`src/rtl/can_tx_mailbox_scheduler.sv`:
```
// can_tx_mailbox_scheduler
// Shares one CAN transmit path between NUM_MB host TX mailboxes. The pending
// mailbox with the lowest CAN arbitration key is loaded into the packetizer
// and the controller is asked to send it; the controller's status code
// decides between done, retry (with re-arbitration) and abort.
// Optional build macro: CAN_TX_SCHED_TIMEOUT_EN adds a SEND watchdog of
// TIMEOUT_CYC clocks that aborts a frame whose status never arrives.
//
// Handshake with the controller: o_tx_send is a level request held for the
// whole attempt; the controller answers with a single-cycle i_tx_sts_valid
// strobe carrying i_tx_sts_code, and o_tx_send drops in the following cycle.
// o_pkt_load is a single-cycle strobe with o_pkt_id/o_pkt_ide already stable.
module can_tx_mailbox_scheduler #(
    parameter int NUM_MB      = 4,
    parameter int MAX_RETRY   = 7,
    parameter int TIMEOUT_CYC = 65535
) (
    input  logic                 i_sched_clk,
    input  logic                 i_sched_rst_n,
    input  logic [NUM_MB-1:0]    i_mb_req,
    input  logic [NUM_MB-1:0]    i_mb_abort,
    input  logic [NUM_MB*29-1:0] i_mb_id,
    input  logic [NUM_MB-1:0]    i_mb_ide,
    input  logic                 i_tx_sts_valid,
    input  logic [2:0]           i_tx_sts_code,
    output logic                 o_tx_send,
    output logic                 o_pkt_load,
    output logic [28:0]          o_pkt_id,
    output logic                 o_pkt_ide,
    output logic [2:0]           o_sel_idx,
    output logic                 o_busy,
    output logic [NUM_MB-1:0]    o_mb_done,
    output logic [NUM_MB-1:0]    o_mb_aborted,
    output logic [3:0]           o_retry_cnt,
    output logic [1:0]           o_dbg_state
);

    typedef enum logic [1:0] {
        ST_IDLE   = 2'd0,
        ST_SELECT = 2'd1,
        ST_LOAD   = 2'd2,
        ST_SEND   = 2'd3
    } state_t;

    state_t              state;
    state_t              state_nxt;

    logic [NUM_MB-1:0]   blocked;
    logic                abort_pend;
    logic                abort_pend_nxt;
    logic [3:0]          retry_nxt;
    logic [3:0]          retry_inc;
    logic [NUM_MB-1:0]   done_nxt;
    logic [NUM_MB-1:0]   abrt_nxt;
    logic                load_sel;

    logic [NUM_MB-1:0]   cand;
    logic [NUM_MB-1:0]   sel_mask;
    logic                active;
    logic                abort_sel;
    logic                timeout_hit;

    logic                win_found;
    logic [2:0]          win_idx;
    logic [29:0]         win_key;
    logic [28:0]         win_id;
    logic                win_ide;

    // Arbitration key: base ID, then IDE (standard beats extended on equal
    // base), then extension bits (zero for standard frames).
    function automatic logic [29:0] prio_key(input logic [28:0] id, input logic ide);
        prio_key = {id[28:18], ide, ide ? id[17:0] : 18'h0};
    endfunction

    // Candidates exclude blocked mailboxes and any being aborted this cycle.
    assign cand = i_mb_req & ~blocked & ~i_mb_abort;

    // Lowest key wins; strict compare keeps the lower index on a tie.
    always_comb begin
        win_found = 1'b0;
        win_idx   = '0;
        win_key   = '1;
        win_id    = '0;
        win_ide   = 1'b0;
        for (int i = 0; i < NUM_MB; i++) begin
            if (cand[i] && (!win_found ||
                            prio_key(i_mb_id[i*29 +: 29], i_mb_ide[i]) < win_key)) begin
                win_found = 1'b1;
                win_idx   = 3'(i);
                win_key   = prio_key(i_mb_id[i*29 +: 29], i_mb_ide[i]);
                win_id    = i_mb_id[i*29 +: 29];
                win_ide   = i_mb_ide[i];
            end
        end
    end

    // One-hot view of the latched mailbox index.
    always_comb begin
        sel_mask = '0;
        for (int i = 0; i < NUM_MB; i++) begin
            sel_mask[i] = (o_sel_idx == 3'(i));
        end
    end

    assign active    = (state == ST_LOAD) || (state == ST_SEND);
    assign abort_sel = |(i_mb_abort & sel_mask);
    assign retry_inc = (o_retry_cnt == 4'hF) ? 4'hF : o_retry_cnt + 4'd1;

`ifdef CAN_TX_SCHED_TIMEOUT_EN
    logic [15:0] wd_cnt;

    // Watchdog runs only while in SEND; it is held at zero otherwise, so it
    // starts from zero on every entry to SEND.
    always_ff @(posedge i_sched_clk or negedge i_sched_rst_n) begin
        if (!i_sched_rst_n) begin
            wd_cnt <= '0;
        end else if (state == ST_SEND) begin
            wd_cnt <= wd_cnt + 16'd1;
        end else begin
            wd_cnt <= '0;
        end
    end

    assign timeout_hit = (wd_cnt == 16'(TIMEOUT_CYC - 1));
`else
    assign timeout_hit = 1'b0;
`endif

    // Next-state and pulse decode.
    always_comb begin
        state_nxt      = state;
        retry_nxt      = o_retry_cnt;
        abort_pend_nxt = abort_pend;
        done_nxt       = '0;
        load_sel       = 1'b0;
        // Host aborts of any mailbox not currently on the bus act at once.
        abrt_nxt       = i_mb_abort & ~(active ? sel_mask : {NUM_MB{1'b0}});
        if (active && abort_sel) begin
            abort_pend_nxt = 1'b1;
        end
        case (state)
            ST_IDLE: begin
                retry_nxt      = '0;
                abort_pend_nxt = 1'b0;
                if (|(i_mb_req & ~blocked)) begin
                    state_nxt = ST_SELECT;
                end
            end
            ST_SELECT: begin
                abort_pend_nxt = 1'b0;
                if (win_found) begin
                    load_sel  = 1'b1;
                    state_nxt = ST_LOAD;
                    // The retry count belongs to a frame, not to the scheduler.
                    if (win_idx != o_sel_idx) begin
                        retry_nxt = '0;
                    end
                end else begin
                    state_nxt = ST_IDLE;
                end
            end
            ST_LOAD: begin
                state_nxt = ST_SEND;
            end
            ST_SEND: begin
                if (i_tx_sts_valid) begin
                    if (i_tx_sts_code == 3'd3) begin
                        done_nxt  = sel_mask;
                        retry_nxt = '0;
                        state_nxt = ST_IDLE;
                    end else if (abort_pend || abort_sel) begin
                        abrt_nxt  = abrt_nxt | sel_mask;
                        state_nxt = ST_IDLE;
                    end else begin
                        // The final count stays visible alongside the aborted
                        // pulse; IDLE clears it on the following clock.
                        retry_nxt = retry_inc;
                        if (retry_inc >= 4'(MAX_RETRY)) begin
                            abrt_nxt  = abrt_nxt | sel_mask;
                            state_nxt = ST_IDLE;
                        end else begin
                            state_nxt = ST_SELECT;
                        end
                    end
                end else if (timeout_hit) begin
                    abrt_nxt  = abrt_nxt | sel_mask;
                    state_nxt = ST_IDLE;
                end
            end
            default: begin
                state_nxt = ST_IDLE;
            end
        endcase
    end

    // State, bookkeeping and registered pulse outputs.
    always_ff @(posedge i_sched_clk or negedge i_sched_rst_n) begin
        if (!i_sched_rst_n) begin
            state        <= ST_IDLE;
            blocked      <= '0;
            abort_pend   <= 1'b0;
            o_retry_cnt  <= '0;
            o_mb_done    <= '0;
            o_mb_aborted <= '0;
            o_sel_idx    <= '0;
            o_pkt_id     <= '0;
            o_pkt_ide    <= 1'b0;
        end else begin
            state        <= state_nxt;
            // A finished mailbox stays blocked until the host drops its request.
            blocked      <= (blocked | done_nxt | abrt_nxt) & i_mb_req;
            abort_pend   <= abort_pend_nxt;
            o_retry_cnt  <= retry_nxt;
            o_mb_done    <= done_nxt;
            o_mb_aborted <= abrt_nxt;
            if (load_sel) begin
                o_sel_idx <= win_idx;
                o_pkt_id  <= win_id;
                o_pkt_ide <= win_ide;
            end
        end
    end

    assign o_tx_send   = (state == ST_SEND);
    assign o_pkt_load  = (state == ST_LOAD);
    assign o_busy      = (state != ST_IDLE);
    assign o_dbg_state = state;

endmodule
```
`config.mk`:
```
export PLATFORM = sky130hd
export DESIGN_NAME = can_tx_mailbox_scheduler
export DESIGN_NICKNAME = d
export VERILOG_FILES = /design/src/rtl/can_tx_mailbox_scheduler.sv
export SDC_FILE = /design/constraint.sdc
export NUM_CORES = 1
export LEC_CHECK = 0
export ABC_CLOCK_PERIOD_IN_PS = 8200
export BUFFER_PORTS_ARGS = -buffer_cell sky130_fd_sc_hd__buf_2
export CORE_MARGIN = 4
export CORE_UTILIZATION = 49
export DETAILED_ROUTE_END_ITERATION = 7
export GPL_TIMING_DRIVEN = 0
export PLACE_DENSITY = 0.86
export REMOVE_ABC_BUFFERS = 1
export SYNTH_ARGS = -nofsm -noshare
export SYNTH_HDL_FRONTEND = slang
export SYNTH_SLANG_ARGS = --single-unit
```
`constraint.sdc`:
```
create_clock -name i_sched_clk -period 8.2 [get_ports i_sched_clk]
set_input_delay 0.41 -clock i_sched_clk [delete_from_list [all_inputs] [get_ports i_sched_clk]]
set_output_delay 0.41 -clock i_sched_clk [all_outputs]
set_load 0.01 [all_outputs]
```
# Word-level counts from Yosys, hierarchy flattened

Index checks and enable logic that the tools add are counted.

Bits in writable memories: 0
Logic and storage cells: 110
Memories kept: 0
Register bits after elaboration: 52
Output and inout bits: 50
Input bits: 134
ROM bits: 0
Bits in latches: 0

Bitwise operators: 11
Multipliers: 0
Order comparisons: 4
Add/sub/neg operators: 1
Eq/ne operators: 14
Div/mod/pow operators: 0
Mux-type cells: 49
Reductions and logical operators: 22
Shift operators: 0

Operators by type and width:

| operator                                                           | number |
|---|---|
| 2-to-1 mux 29 bit                                                  | 4 |
| < comparator 30 bit                                                | 3 |
| 2-to-1 mux 30 bit                                                  | 3 |
| 2-to-1 mux 18 bit                                                  | 4 |
| 2-to-1 mux 4 bit                                                   | 15 |
| AND 4 bit                                                          | 5 |
| 2-to-1 mux 1 bit                                                   | 16 |
| NOT 4 bit                                                          | 3 |
| bitwise OR 4 bit                                                   | 3 |
| one-hot mux 4 bit (3 select lines)                                 | 1 |
| equality test 3 x 2 -> 1 bit (second input constant)               | 3 |
| inequality test 2 bit (second input constant)                      | 4 |
| one-hot mux 2 bit (4 select lines)                                 | 1 |
| OR reduction 4 bit                                                 | 2 |
| 2-to-1 mux 2 bit                                                   | 3 |
| 2-to-1 mux 3 bit                                                   | 2 |
| logical OR 1 bit                                                   | 5 |
| AND reduction 5 bit                                                | 1 |
| adder 4 x 1 -> 4 bit (second input constant)                       | 1 |
| equality test 2 bit (second input constant)                        | 2 |
| equality test 4 bit (second input constant)                        | 1 |
| greater-or-equal comparator 4 x 3 -> 1 bit (second input constant) | 1 |
| logical AND 1 bit                                                  | 4 |
| nonzero test 2 bit                                                 | 2 |
| other kinds (10)                                                   | 12 |

# Longest topological paths before layout

Gate-level depths: netlist of run 1.

Depth after elaboration: 20
Gate-level depth with buffers: 41
Gate-level depth less buffers: 31

# Worst setup path before layout of run 1

No wires, ideal clock.

Kind: input port to flip-flop
Start point: in i_mb_req[0]
End point: reg o_retry_cnt[0]
Slack: 230 ps
Arrival: 7845 ps
Buffers on the path: 8
Stages: 37
Cells stage by stage: or3b_1 -> buf_2 -> clkbuf_1 -> clkbuf_1 -> nor2_1 -> ha_1 -> nand4_1 -> nor4_1 -> nand2_1 -> a31oi_1 -> o21ai_0 -> nand2b_1 -> clkbuf_1 -> clkbuf_1 -> nand2_1 -> o21ai_0 -> ha_1 -> a21oi_1 -> o21ai_0 -> or3b_2 -> a211o_1 -> o31ai_4 -> buf_6 -> clkbuf_1 -> buf_2 -> a21oi_1 -> ha_1 -> a21o_1 -> a21o_1 -> a221o_1 -> a211oi_1 -> o221ai_1 -> a41oi_1 -> nand3_1 -> a211oi_1 -> or2_4 -> mux2_4

Cells in the longest elaborated chain, start to end: 18
Elaborated cells between the ends (all ways): 28

Ends and longest elaborated chain:

| what                                                     | line   | RTL |
|---|---|---|
| start: declaration                                       | 20     | `input logic [NUM_MB-1:0] i_mb_req,` |
| AND 4 bit * (2 in series)                                | 76     | `assign cand = i_mb_req & ~blocked & ~i_mb_abort;` |
| 2-to-1 mux 30 bit or 2-to-1 mux 1 bit (tied branches)    | 86     | `if (cand[i] && (!win_found \|\|` |
| < comparator 30 bit or logical NOT 1 bit (tied branches) | 87, 86 |  |
| logical OR 1 bit                                         | 86     |  |
| logical AND 1 bit                                        | 86     |  |
| 2-to-1 mux 30 bit or 2-to-1 mux 1 bit (tied branches)    | 86     |  |
| < comparator 30 bit or logical NOT 1 bit (tied branches) | 87, 86 |  |
| logical OR 1 bit                                         | 86     |  |
| logical AND 1 bit                                        | 86     |  |
| 2-to-1 mux 30 bit or 2-to-1 mux 1 bit (tied branches)    | 86     |  |
| < comparator 30 bit or logical NOT 1 bit (tied branches) | 87, 86 |  |
| logical OR 1 bit                                         | 86     |  |
| logical AND 1 bit                                        | 86     |  |
| 2-to-1 mux 3 bit                                         | 86     |  |
| inequality test 3 bit                                    | 155    | `if (win_idx != o_sel_idx) begin` |
| inequality test 2 bit (no source line)                   | n/a    |  |
| AND reduction 5 bit (no source line) *                   | n/a    |  |
| end signal: assignment                                   | 213    | `o_retry_cnt <= retry_nxt;` |
| end: declaration                                         | 34     | `output logic [3:0] o_retry_cnt,` |

Every way passes the cells marked *; elsewhere a longest branch is shown, timed or not.
A chain may end at the register's enable or synchronous reset.

# Final worst setup path of run 1

Start point: reg blocked[0]
End point: reg o_retry_cnt[1]

Cells in the longest elaborated chain, start to end: 19
Elaborated cells between the ends (all ways): 29

Ends and longest elaborated chain:

| what                                                     | line   | RTL |
|---|---|---|
| start: declaration                                       | 48     | `logic [NUM_MB-1:0] blocked;` |
| start signal: assignment                                 | 211    | `blocked <= (blocked \| done_nxt \| abrt_nxt) & i_mb_req;` |
| NOT 4 bit *                                              | 76     |  |
| AND 4 bit * (2 in series)                                | 76     |  |
| 2-to-1 mux 30 bit or 2-to-1 mux 1 bit (tied branches)    | 86     |  |
| < comparator 30 bit or logical NOT 1 bit (tied branches) | 87, 86 |  |
| logical OR 1 bit                                         | 86     |  |
| logical AND 1 bit                                        | 86     |  |
| 2-to-1 mux 30 bit or 2-to-1 mux 1 bit (tied branches)    | 86     |  |
| < comparator 30 bit or logical NOT 1 bit (tied branches) | 87, 86 |  |
| [... 2 more ...]                                         | n/a    |  |
| 2-to-1 mux 30 bit or 2-to-1 mux 1 bit (tied branches)    | 86     |  |
| < comparator 30 bit or logical NOT 1 bit (tied branches) | 87, 86 |  |
| logical OR 1 bit                                         | 86     |  |
| logical AND 1 bit                                        | 86     |  |
| 2-to-1 mux 3 bit                                         | 86     |  |
| inequality test 3 bit                                    | 155    |  |
| inequality test 2 bit (no source line)                   | n/a    |  |
| AND reduction 5 bit (no source line) *                   | n/a    |  |

Marks and branches as above.

==> results of run 1 <==
layout make-up:
cell class	instances	area [µm²]	area share [%]
diodes	2	5.00	0.0630
clock buffers	6	139	1.75
clock inverters	2	16.3	0.205
inverters	13	48.8	0.614
multi-input cells	754	5080	63.9
flip-flops and latches	51	1280	16.1
well taps	172	215	2.71
repair buffers	199	1160	14.6
through the flow:
step / instance area, µm² / hold WS (ns) / power, W / setup WS, ns / cells
after floorplan: 6280 / 0.114 / 0.000964 / -3.08 / 816
after global placement: 7410 / 0.462 / 0.00123 / -7.12 / 1170
after detailed placement: 7590 / 0.470 / 0.00129 / -1.61 / 1179
after CTS: 7800 / 0.338 / 0.00154 / 0.000563 / 1192
after global routing: 7940 / 0.339 / 0.00168 / -0.0133 / 1199
final: 7940 / 0.347 / 0.00154 / 0.489 / 1199
registers in the layout, summed over array words and instances, names as in the netlist, named ones only:
register      flops
o_mb_aborted      4
blocked           4
o_pkt_id         29
o_retry_cnt       4
o_pkt_ide         1
abort_pend        1
o_mb_done         4
o_dbg_state       1
o_sel_idx         2
routing by layer:
metal | share of wire, % | up-vias | wire length, µm
li1 | - | 3436 | -
met1 | 43 | 3223 | 8630
met2 | 47 | 271 | 9510
met3 | 7.5 | 32 | 1510
met4 | 2.2 | 0 | 432
met5 | 0 | - | 0
worst max-delay path, delay by kind of cell (launching register included):
kind,cells,cell delay (ns)
AOI/OAI and AO/OA,19,3.73
and+or+nand+nor,6,1.60
adders and majority gates,3,0.88
buffers and inverters,3,0.58
DFF,1,0.47
muxes,1,0.30
path summary, 6_finish.rpt:
path	to	depth (start not counted)	slack (ns)
worst min register to register	o_pkt_id[24]$_DFFE_PN0P_	2	0.48
max in group asynchronous	o_mb_done[3]$_DFF_PN0_	1	7.07
worst max-delay path	o_retry_cnt[1]$_DFFE_PN0P_	32	0.49
min in group asynchronous	o_pkt_id[6]$_DFFE_PN0P_	1	0.36
worst min-delay path	blocked[1]$_DFF_PN0_	3	0.35
worst max register to register	o_retry_cnt[1]$_DFFE_PN0P_	32	0.49
synthesized netlist by cell type, types with 3 or more instances:
library cell	number
nor2b_1	3
mux2i_1	60
a21o_1	8
dfrtp_1	51
and3_1	4
buf_6	3
or2_2	3
nand2_1	131
nand3_1	11
o21ai_1	32
o21a_1	17
o211ai_1	3
ha_1	88
o221ai_1	4
a211oi_1	6
nor3_1	13
o21ai_0	83
buf_2	8
nand4_1	10
clkbuf_1	38
and2_1	87
a22oi_1	3
nor2_1	56
a21oi_1	76
nand2b_1	5
o31a_1	3
o21bai_1	3
inv_1	13
where the power goes:
group          internal [W]  switching (W)
clock              0.000122       0.000107
sequential         0.000337      0.0000665
combinational      0.000392       0.000521
total              0.000851       0.000694
cell families after synthesis:
logic type | after synthesis | synth area share, %
simple gates | 335 | 24.9
buf+inv | 65 | 4.36
fa+ha+maj | 88 | 16.9
mux | 63 | 10.0
compound gates | 265 | 24.2
other cells | 1 | 0.0575
flops | 51 | 19.6
timing repair:
| item | in CTS | in global routing |
|---|---|---|
| setup endpoints to repair | 36 | 36 |
| buffers inserted | 4 | 3 |
| gates resized for setup | 5 | 20 |
| pin swaps | 3 | 5 |
| cloned | 1 | 2 |
==> metrics.txt, run 1 <==
number of routed nets with antenna violations=0; most common cell after layout, fill and taps aside=buf_2; CTS tree=done; GRT Residual Overflow=0; total CTS buffers=5; total vias in the final route=6,962; cell chosen for the clock root=clkbuf_16; highest-count cells in the layout ignoring fill and taps=buf_2, nand2_1, ha_1, and2_1, o21ai_0; nets=1,246; maximum vdd drop=roughly 0.11 mV; die outline height=123 µm; GR peak layer=met2; area of the die=0.0152 mm²; total power per unit cell area=194 mW/mm²; aggregate routed wire length=20.1 mm; cell mode on critical path=o21ai_0; number of max-cap violations=0; total of endpoints with negative setup slack in the final report=0; Mapped Cells=roughly 870; Post-synth top flop=dfrtp_1; count of flip-flops with a built-in enable after synthesis=0; startpoint of the lowest-slack register-to-register path=blocked[0]$_DFF_PN0_; worst hold-check path type=input port to flop; proportion of layout cells with a drive suffix above 1=around a quarter; setup TNS=0 ns; Finished Core Util=around three fifths; status=finished clean; Static Leak=4.06 nW; starting density of the core=50.8%; transition time of the tightest slew-check pin=about 1.2 ns; leading area contributor after synthesis=dfrtp_1; largest incremental delay on the critical path=0.52 ns; post-synthesis sequential area ratio=around 20%; GR Layer Usage met1=32.6%; number of levels in the clock H-tree=2; num ports=184; highest clock rate=0.130 GHz; core area=around 0.013 mm²; clock input transition at the sequential cells of the worst setup and hold paths=~0.070 ns; routed wirelength normalized by instance count=16.8 µm; number of design-rule violations left by the first detailed-router iteration=440; endpoints failing hold=0; num rows=just over 40; required time of the worst setup path=8.40 ns; endpoint class of the critical path=flop; synthesis-to-finish area growth=21.8%; residual DRC count=0; via count of the first global-routing pass=between 6,000 and 7,000; met2 GRT Util=43.6%; final worst path period share=94.0%; Final Max Tran Viols=0; critical path launch point=blocked[0]$_DFF_PN0_; number of antenna violations at the first check in global routing=2; post-DP HPWL=15.2 mm; Clock Path Buffers=2; CP max stage cell=or3b_4; maximum clock skew at final layout=0.00810 ns; dominant cells by area after synthesis=dfrtp_1, ha_1, mux2i_1; Min-Delay Startpoint=i_mb_req[1]; critical setup path kind=flop to flop; maximum number of pins on one net before global-route repair=77; floorplan die width=123 µm; number of storage elements in the synthesis netlist=approximately 50; CTS sink count=51; warning count from the yosys run=0; iteration count of the initial detailed-routing pass=5; Skew-Pair Late Insertion Delay=0.31 ns; RD Place Congestion=0.876; slew margin rel.=between 10% and 20%; Filler Cells Inserted=1,176; Worst setup SP type=flop; maximum fanout count along the critical path=38; fraction of post-synthesis cell area in the top cell type by area=approximately 20%; final worst path period need=between 7 and 8 ns; hold buffers post-CTS=0; Global Route Usage Sum=25.5%; Arr. time, crit path=7.91 ns; ratio of routed vias to standard cells=5.81; Post-Synthesis Mean Instance Area=7.51 µm²; wire length of the first global-routing pass=31.0 mm; cell area after synthesis=0.00652 mm²; Port Buf Inserts=182; FFs w/ async S/R, synth=100%; met3 Resource Use GR=4.39%; Netlist cell types=65
Power figures use the tool's default switching activity.
==> run 2: changes to the inputs <==
ABC_AREA = 1   (was not set)
==> metrics.txt, run 2 <==
starting density of the core=50.8% (about the same); proportion of layout cells with a drive suffix above 1=20.5% (-3.0 points); Worst setup SP type=flop; status=finished clean; final worst path period share=92.7% (-1.4 points); Port Buf Inserts=182 (unchanged); multi-input logic area=0.00441 mm² (-13%); synthesis-to-finish area growth=22.3%; most common library cells after synthesis=nand2_1, inv_1, a21oi_1; endpoints failing hold=0 (unchanged); Static Leak=4.35 nW (+7.1%); num rows=40 (-2.4%); highest clock rate=0.132 GHz (+1.5%); hold buffers post-CTS=0 (unchanged); area of all placed cells without fillers=0.00759 mm² (-4.5%); number of max-cap violations=0 (unchanged); Arr. time, crit path=7.79 ns (-0.12 ns); Skew-Pair Late Insertion Delay=0.30 ns (about the same); total power per unit cell area=196 mW/mm² (+0.73%); number of levels in the clock H-tree=2 (unchanged); fraction of post-synthesis cell area in the top cell type by area=20.6% (+0.99 points); ratio of routed vias to standard cells=5.62 (-3.2%); post-DP HPWL=14.9 mm (-2.2%); leading area contributor after synthesis=dfrtp_1; number of flip-flops under the largest register name=29 (unchanged); Post-synth top flop=dfrtp_1; RSZ-0062 raised after global routing=false; maximum vdd drop=0.114 mV (+2.4%); total of endpoints with negative setup slack in the final report=0 (unchanged); core area=0.0122 mm² (-4.8%); wire length of the first global-routing pass=32.3 mm (+4.2%); number of design-rule violations left by the first detailed-router iteration=673 (+53%); via count of the first global-routing pass=6,788 (+3.5%); dominant cells by area after synthesis=dfrtp_1, ha_1, nand2_1; CTS sink count=51 (unchanged); RD Place Congestion=0.915 (+4.5%); Clock Path Buffers=2 (unchanged); Mapped Cells=973 (+12%); slew margin rel.=14.0% (-3.6 points); number of cells on the worst reg-to-reg path=48 (+50%); register with the most flip-flops=o_pkt_id; number of storage elements in the synthesis netlist=51 (unchanged); maximum fanout count along the critical path=51 (+34%); maximum clock skew at final layout=0.00917 ns (+0.00107 ns); Post-Synthesis Mean Instance Area=6.38 µm² (-15%); worst hold-check path type=input port to asynchronous set/reset pin; die outline height=121 µm (-2.3%); critical setup path kind=flop to flop; cell chosen for the clock root=clkbuf_16; number of antenna violations at the first check in global routing=1 (-1); Global Route Usage Sum=26.9% (+1.5 points); Filler Cells Inserted=1,157 (-1.6%); routed wirelength normalized by instance count=16.4 µm (-2.2%); final worst path period need=7.60 ns (-0.111 ns); FFs w/ async S/R, synth=100% (unchanged); Post-Place Cell Area=0.00718 mm² (-5.4%); GRT Residual Overflow=0 (unchanged); count of flip-flops with a built-in enable after synthesis=0 (unchanged); total vias in the final route=7,313 (+5.0%); most common cell after layout, fill and taps aside=nand2_1; number of routed nets with antenna violations=0 (unchanged); Netlist cell types=40 (-38%); largest incremental delay on the critical path=0.41 ns (-0.11 ns); aggregate routed wire length=21.3 mm (+6.1%); post-synthesis sequential area ratio=20.6% (+0.99 points); CTS tree=done; clock input transition at the sequential cells of the worst setup and hold paths=0.08 ns (about the same); warning count from the yosys run=0 (unchanged); endpoint class of the critical path=flop; CP max stage cell=dfrtp_1; sequential cell area=0.00128 mm² (unchanged); maximum number of pins on one net before global-route repair=67 (-13%); total CTS buffers=5 (unchanged); cell area after synthesis=0.00621 mm² (-4.8%); num ports=184 (unchanged); Final Max Tran Viols=0 (unchanged); nets=1,353 (+8.6%); required time of the worst setup path=8.39 ns (about the same); most frequent cell after synthesis=nand2_1; Total Power Consumption=0.00149 W (-3.8%); iteration count of the initial detailed-routing pass=5 (unchanged); highest-count cells in the layout ignoring fill and taps=nand2_1, buf_2, inv_1, a21oi_1, ha_1; floorplan die width=121 µm (-2.3%); residual DRC count=0 (unchanged); transition time of the tightest slew-check pin=1.29 ns (+0.0520 ns); area of the die=0.0145 mm² (-4.5%); cell mode on critical path=nand2_1
==> run 2: cell count changes after synthesis, sizes merged, moves of 21 or more <==
cell	delta
nand2	+161
mux2i	-60
inv	+98
o21ai	-43
o211ai	+21
nor2	+29
and2	-87
==> run 2: report_power, final <==
group / total (W) / leakage [nW] / internal [W] / switching (W)
Sequential: 0.000401 / 0.650 / 0.000342 / 0.0000590
Combinational: 0.000859 / 3.63 / 0.000315 / 0.000544
Clock: 0.000227 / 0.0719 / 0.000116 / 0.000110
==> run 2: metrics by stage <==
stage | hold slack [ns] | worst slack [ns] | cells | TNS (ns) | utilization, %
after floorplan | 0.114 | -1.06 | 925 | -32.94 | -
after global placement | 0.457 | -5.76 | 1275 | -203.20 | 58.4
after detailed placement | 0.460 | -3.60 | 1278 | -122.95 | 58.8
after CTS | 0.325 | 0.0729 | 1294 | 0 | 61.0
after global routing | 0.144 | 0.00705 | 1301 | 0 | 62.1
final | 0.113 | 0.600 | 1301 | 0 | 62.1
==> run 2: timing repair <==
item	4_1_cts	5_1_grt
gates cloned	1	5
pin swaps	1	1
buffers inserted	7	0
gates resized for setup	11	14
setup endpoints to repair	36	36
==> run 2: critical path: cells and delay by family, from the launching register on <==
| family | cells | cell delay [ns] |
|---|---|---|
| AOI/OAI and AO/OA | 5 | 0.71 |
| adders and majority gates | 3 | 0.86 |
| buffers and inverters | 8 | 0.96 |
| DFF | 1 | 0.41 |
| and+or+nand+nor | 32 | 4.51 |
==> run 2: cells by family after synthesis <==
kind of cell / synth area share (%)
flip-flops: 20.6
adder cells (fa/ha/maj): 17.7
AND/OR/NAND/NOR: 28.3
other: 0.0604
buffers and inverters: 10.0
AO/OA/AOI/OAI: 23.3
==> run 2: path summary, 6_finish.rpt <==
path / from / endpoint / slack (ns)
min in group i_sched_clk: i_tx_sts_valid / o_dbg_state[0]$_DFFE_PN0P_ / 0.33
max reg2reg: blocked[0]$_DFF_PN0_ / o_retry_cnt[0]$_DFFE_PN0P_ / 0.60
min: i_sched_rst_n / o_mb_done[3]$_DFF_PN0_ / 0.11
max: blocked[0]$_DFF_PN0_ / o_retry_cnt[0]$_DFFE_PN0P_ / 0.60
max in group asynchronous: i_sched_rst_n / o_pkt_id[12]$_DFFE_PN0P_ / 7.52
min reg2reg: o_pkt_id[4]$_DFFE_PN0P_ / o_pkt_id[4]$_DFFE_PN0P_ / 0.48
==> run 2: final cells by class <==
class	count	share of cell area (%)
multi-input cells	766	58.2
flip-flops and latches	51	16.8
repair buffers	193	13.7
inverters	112	6.28
well taps	168	2.77
clock buffers	5	1.65
clock inverters	3	0.363
repair inverters	2	0.247
diodes	1	0.0330
==> run 2: metal layers <==
layer / track usage (%) / share of wire [%] / wire (µm) / vias to the layer above
li1: - / - / - / 3596
met1: 34.8 / 42 / 8980 / 3274
met2: 44.8 / 46 / 9780 / 400
met3: 5.38 / 9.5 / 2020 / 43
met4: 9.28 / 2.5 / 527 / 0
met5: 0 / 0 / 0 / -
==> run 3: changes to the inputs <==
CELL_PAD_IN_SITES_DETAIL_PLACEMENT = 1   (was not set)
CELL_PAD_IN_SITES_GLOBAL_PLACEMENT = 2   (was not set)
CORE_ASPECT_RATIO = 0.5   (was not set)
CORE_UTILIZATION = 25   (was 49)
PLACE_DENSITY = 0.85   (was 0.86)
==> metrics.txt, run 3 (synthesis results as in run 2) <==
endpoint class of the critical path=flop; total CTS buffers=5 (unchanged); most common cell after layout, fill and taps aside=nand2_1; highest-count cells in the layout ignoring fill and taps=nand2_1, buf_2, inv_1, a21oi_1, ha_1; maximum vdd drop=0.0892 mV (-22%); number of routed nets with antenna violations=0 (unchanged); maximum fanout count along the critical path=17 (-67%); RD Place Congestion=0.885 (-3.3%); total of endpoints with negative setup slack in the final report=0 (unchanged); num ports=184 (unchanged); area of the die=0.0276 mm² (+90%); maximum clock skew at final layout=0.00661 ns (-0.00255 ns); final worst path period need=7.75 ns (+0.153 ns); core area=0.0242 mm² (+98%); Filler Cells Inserted=3,175 (+170%); clock input transition at the sequential cells of the worst setup and hold paths=0.08 ns (about the same); GRT Residual Overflow=0 (unchanged); number of flip-flops under the largest register name=29 (unchanged); Skew-Pair Late Insertion Delay=0.32 ns (+0.02 ns); Arr. time, crit path=8.01 ns (+0.22 ns); via count of the first global-routing pass=7,935 (+17%); synthesis-to-finish area growth=30.7%; setup TNS=0 ns (unchanged); starting density of the core=25.6% (-25 points); Global Route Usage Sum=20.3% (-6.7 points); proportion of layout cells with a drive suffix above 1=22.6% (+2.1 points); number of max-cap violations=0 (unchanged); slew margin rel.=1.69% (-12 points); total power per unit cell area=198 mW/mm² (+1.3%); number of design-rule violations left by the first detailed-router iteration=496 (-26%); CTS tree=done; num rows=40 (unchanged); floorplan die width=231 µm (+91%); die outline height=119 µm (-0.94%); number of antenna violations at the first check in global routing=8 (+7); highest clock rate=0.129 GHz (-2.0%); reg-to-reg slack, setup=0.45 ns (-0.15 ns); cell chosen for the clock root=clkbuf_16; residual DRC count=0 (unchanged); nets=1,374 (+1.6%); Worst setup SP type=flop; ratio of routed vias to standard cells=5.18 (-7.8%); maximum number of pins on one net before global-route repair=52 (-22%); routed wirelength normalized by instance count=20.4 µm (+25%); number of levels in the clock H-tree=2 (unchanged); transition time of the tightest slew-check pin=1.47 ns (+0.181 ns); endpoints failing hold=0 (unchanged); register with the most flip-flops=o_pkt_id; total vias in the final route=7,755 (+6.0%); CP max stage cell=dfrtp_1; Finished Core Util=33.5% (-29 points); Final Max Tran Viols=0 (unchanged); required time of the worst setup path=8.46 ns (+0.07 ns); Static Leak=4.52 nW (+3.8%); post-DP HPWL=20.2 mm (+36%); CTS sink count=51 (unchanged); wire length of the first global-routing pass=44.0 mm (+36%); largest incremental delay on the critical path=0.41 ns (about the same); Clock Path Buffers=2 (unchanged); iteration count of the initial detailed-routing pass=5 (unchanged); critical setup path kind=flop to flop; final worst path period share=94.6% (+1.9 points); Port Buf Inserts=182 (unchanged); worst hold-check path type=input port to asynchronous set/reset pin; cell mode on critical path=nand2_1; aggregate routed wire length=30.6 mm (+44%); status=finished clean; CP top delay family=simple AND/OR/NAND/NOR gates; crit path buf inv count=8 (unchanged)
## run 3: cell count changes in the layout (fill, tap and decap cells not counted), sizes merged
| cell | delta |
|---|---|
| inv | +3 |
| clkinvlp | -1 |
| nand2 | +5 |
| diode | +7 |
| buf | +13 |
| nor2 | +1 |
## run 3: cell type report
type	instances	area, µm²	area share, %
repair inverters	4	41.3	0.509
well taps	336	420	5.18
repair buffers	206	1170	14.4
multi-input cells	772	4560	56.2
flip-flops and latches	51	1280	15.7
inverters	112	477	5.88
diodes	8	20.0	0.247
clock buffers	5	125	1.54
clock inverters	3	26.3	0.324
## run 3: repair_timing
item | CTS | global route
hold buffers | 0 | 0
pin swaps | 3 | 3
resized for setup | 19 | 27
setup buffers | 10 | 11
gates cloned | 7 | 7
endpoints found under the setup margin | 36 | 36
## run 3: routing by layer
layer  part of all wire [%]  up-vias  track usage, %
li1                       -     3663               -
met1                     45     3837            26.0
met2                     49      211            35.6
met3                    4.1       42            2.53
met4                    2.4        2            6.45
met5                  0.023        -               0
## run 3: report_power, final
group	leakage, nW	internal (W)	switching [W]
logic	3.79	0.000337	0.000622
clock network	0.0748	0.000117	0.000127
registers	0.650	0.000342	0.0000657
## run 3: final timing paths
check | from | endpoint | depth (start not counted)
max | blocked[0]$_DFF_PN0_ | o_retry_cnt[2]$_DFFE_PN0P_ | 51
min | i_sched_rst_n | o_pkt_id[16]$_DFFE_PN0P_ | 1
max reg2reg | blocked[0]$_DFF_PN0_ | o_retry_cnt[2]$_DFFE_PN0P_ | 51
min reg2reg | o_pkt_id[3]$_DFFE_PN0P_ | o_pkt_id[3]$_DFFE_PN0P_ | 2
max in group asynchronous | i_sched_rst_n | o_pkt_id[0]$_DFFE_PN0P_ | 1
min in group i_sched_clk | i_mb_req[3] | blocked[3]$_DFF_PN0_ | 3
## run 3: metrics by stage
step	instances	hold slack [ns]	area, µm²	total power (W)	setup WS, ns
6_report	1497	0.151	8110	0.00161	0.447
5_1_grt	1497	0.225	8110	0.00173	-0.0717
4_1_cts	1471	0.319	7790	0.00156	0.0262
3_5_place_dp	1446	0.467	7380	0.00128	-5.19
3_3_place_gp	1443	0.459	7340	0.00123	-7.58
2_1_floorplan	925	0.114	6010	0.000907	-1.06
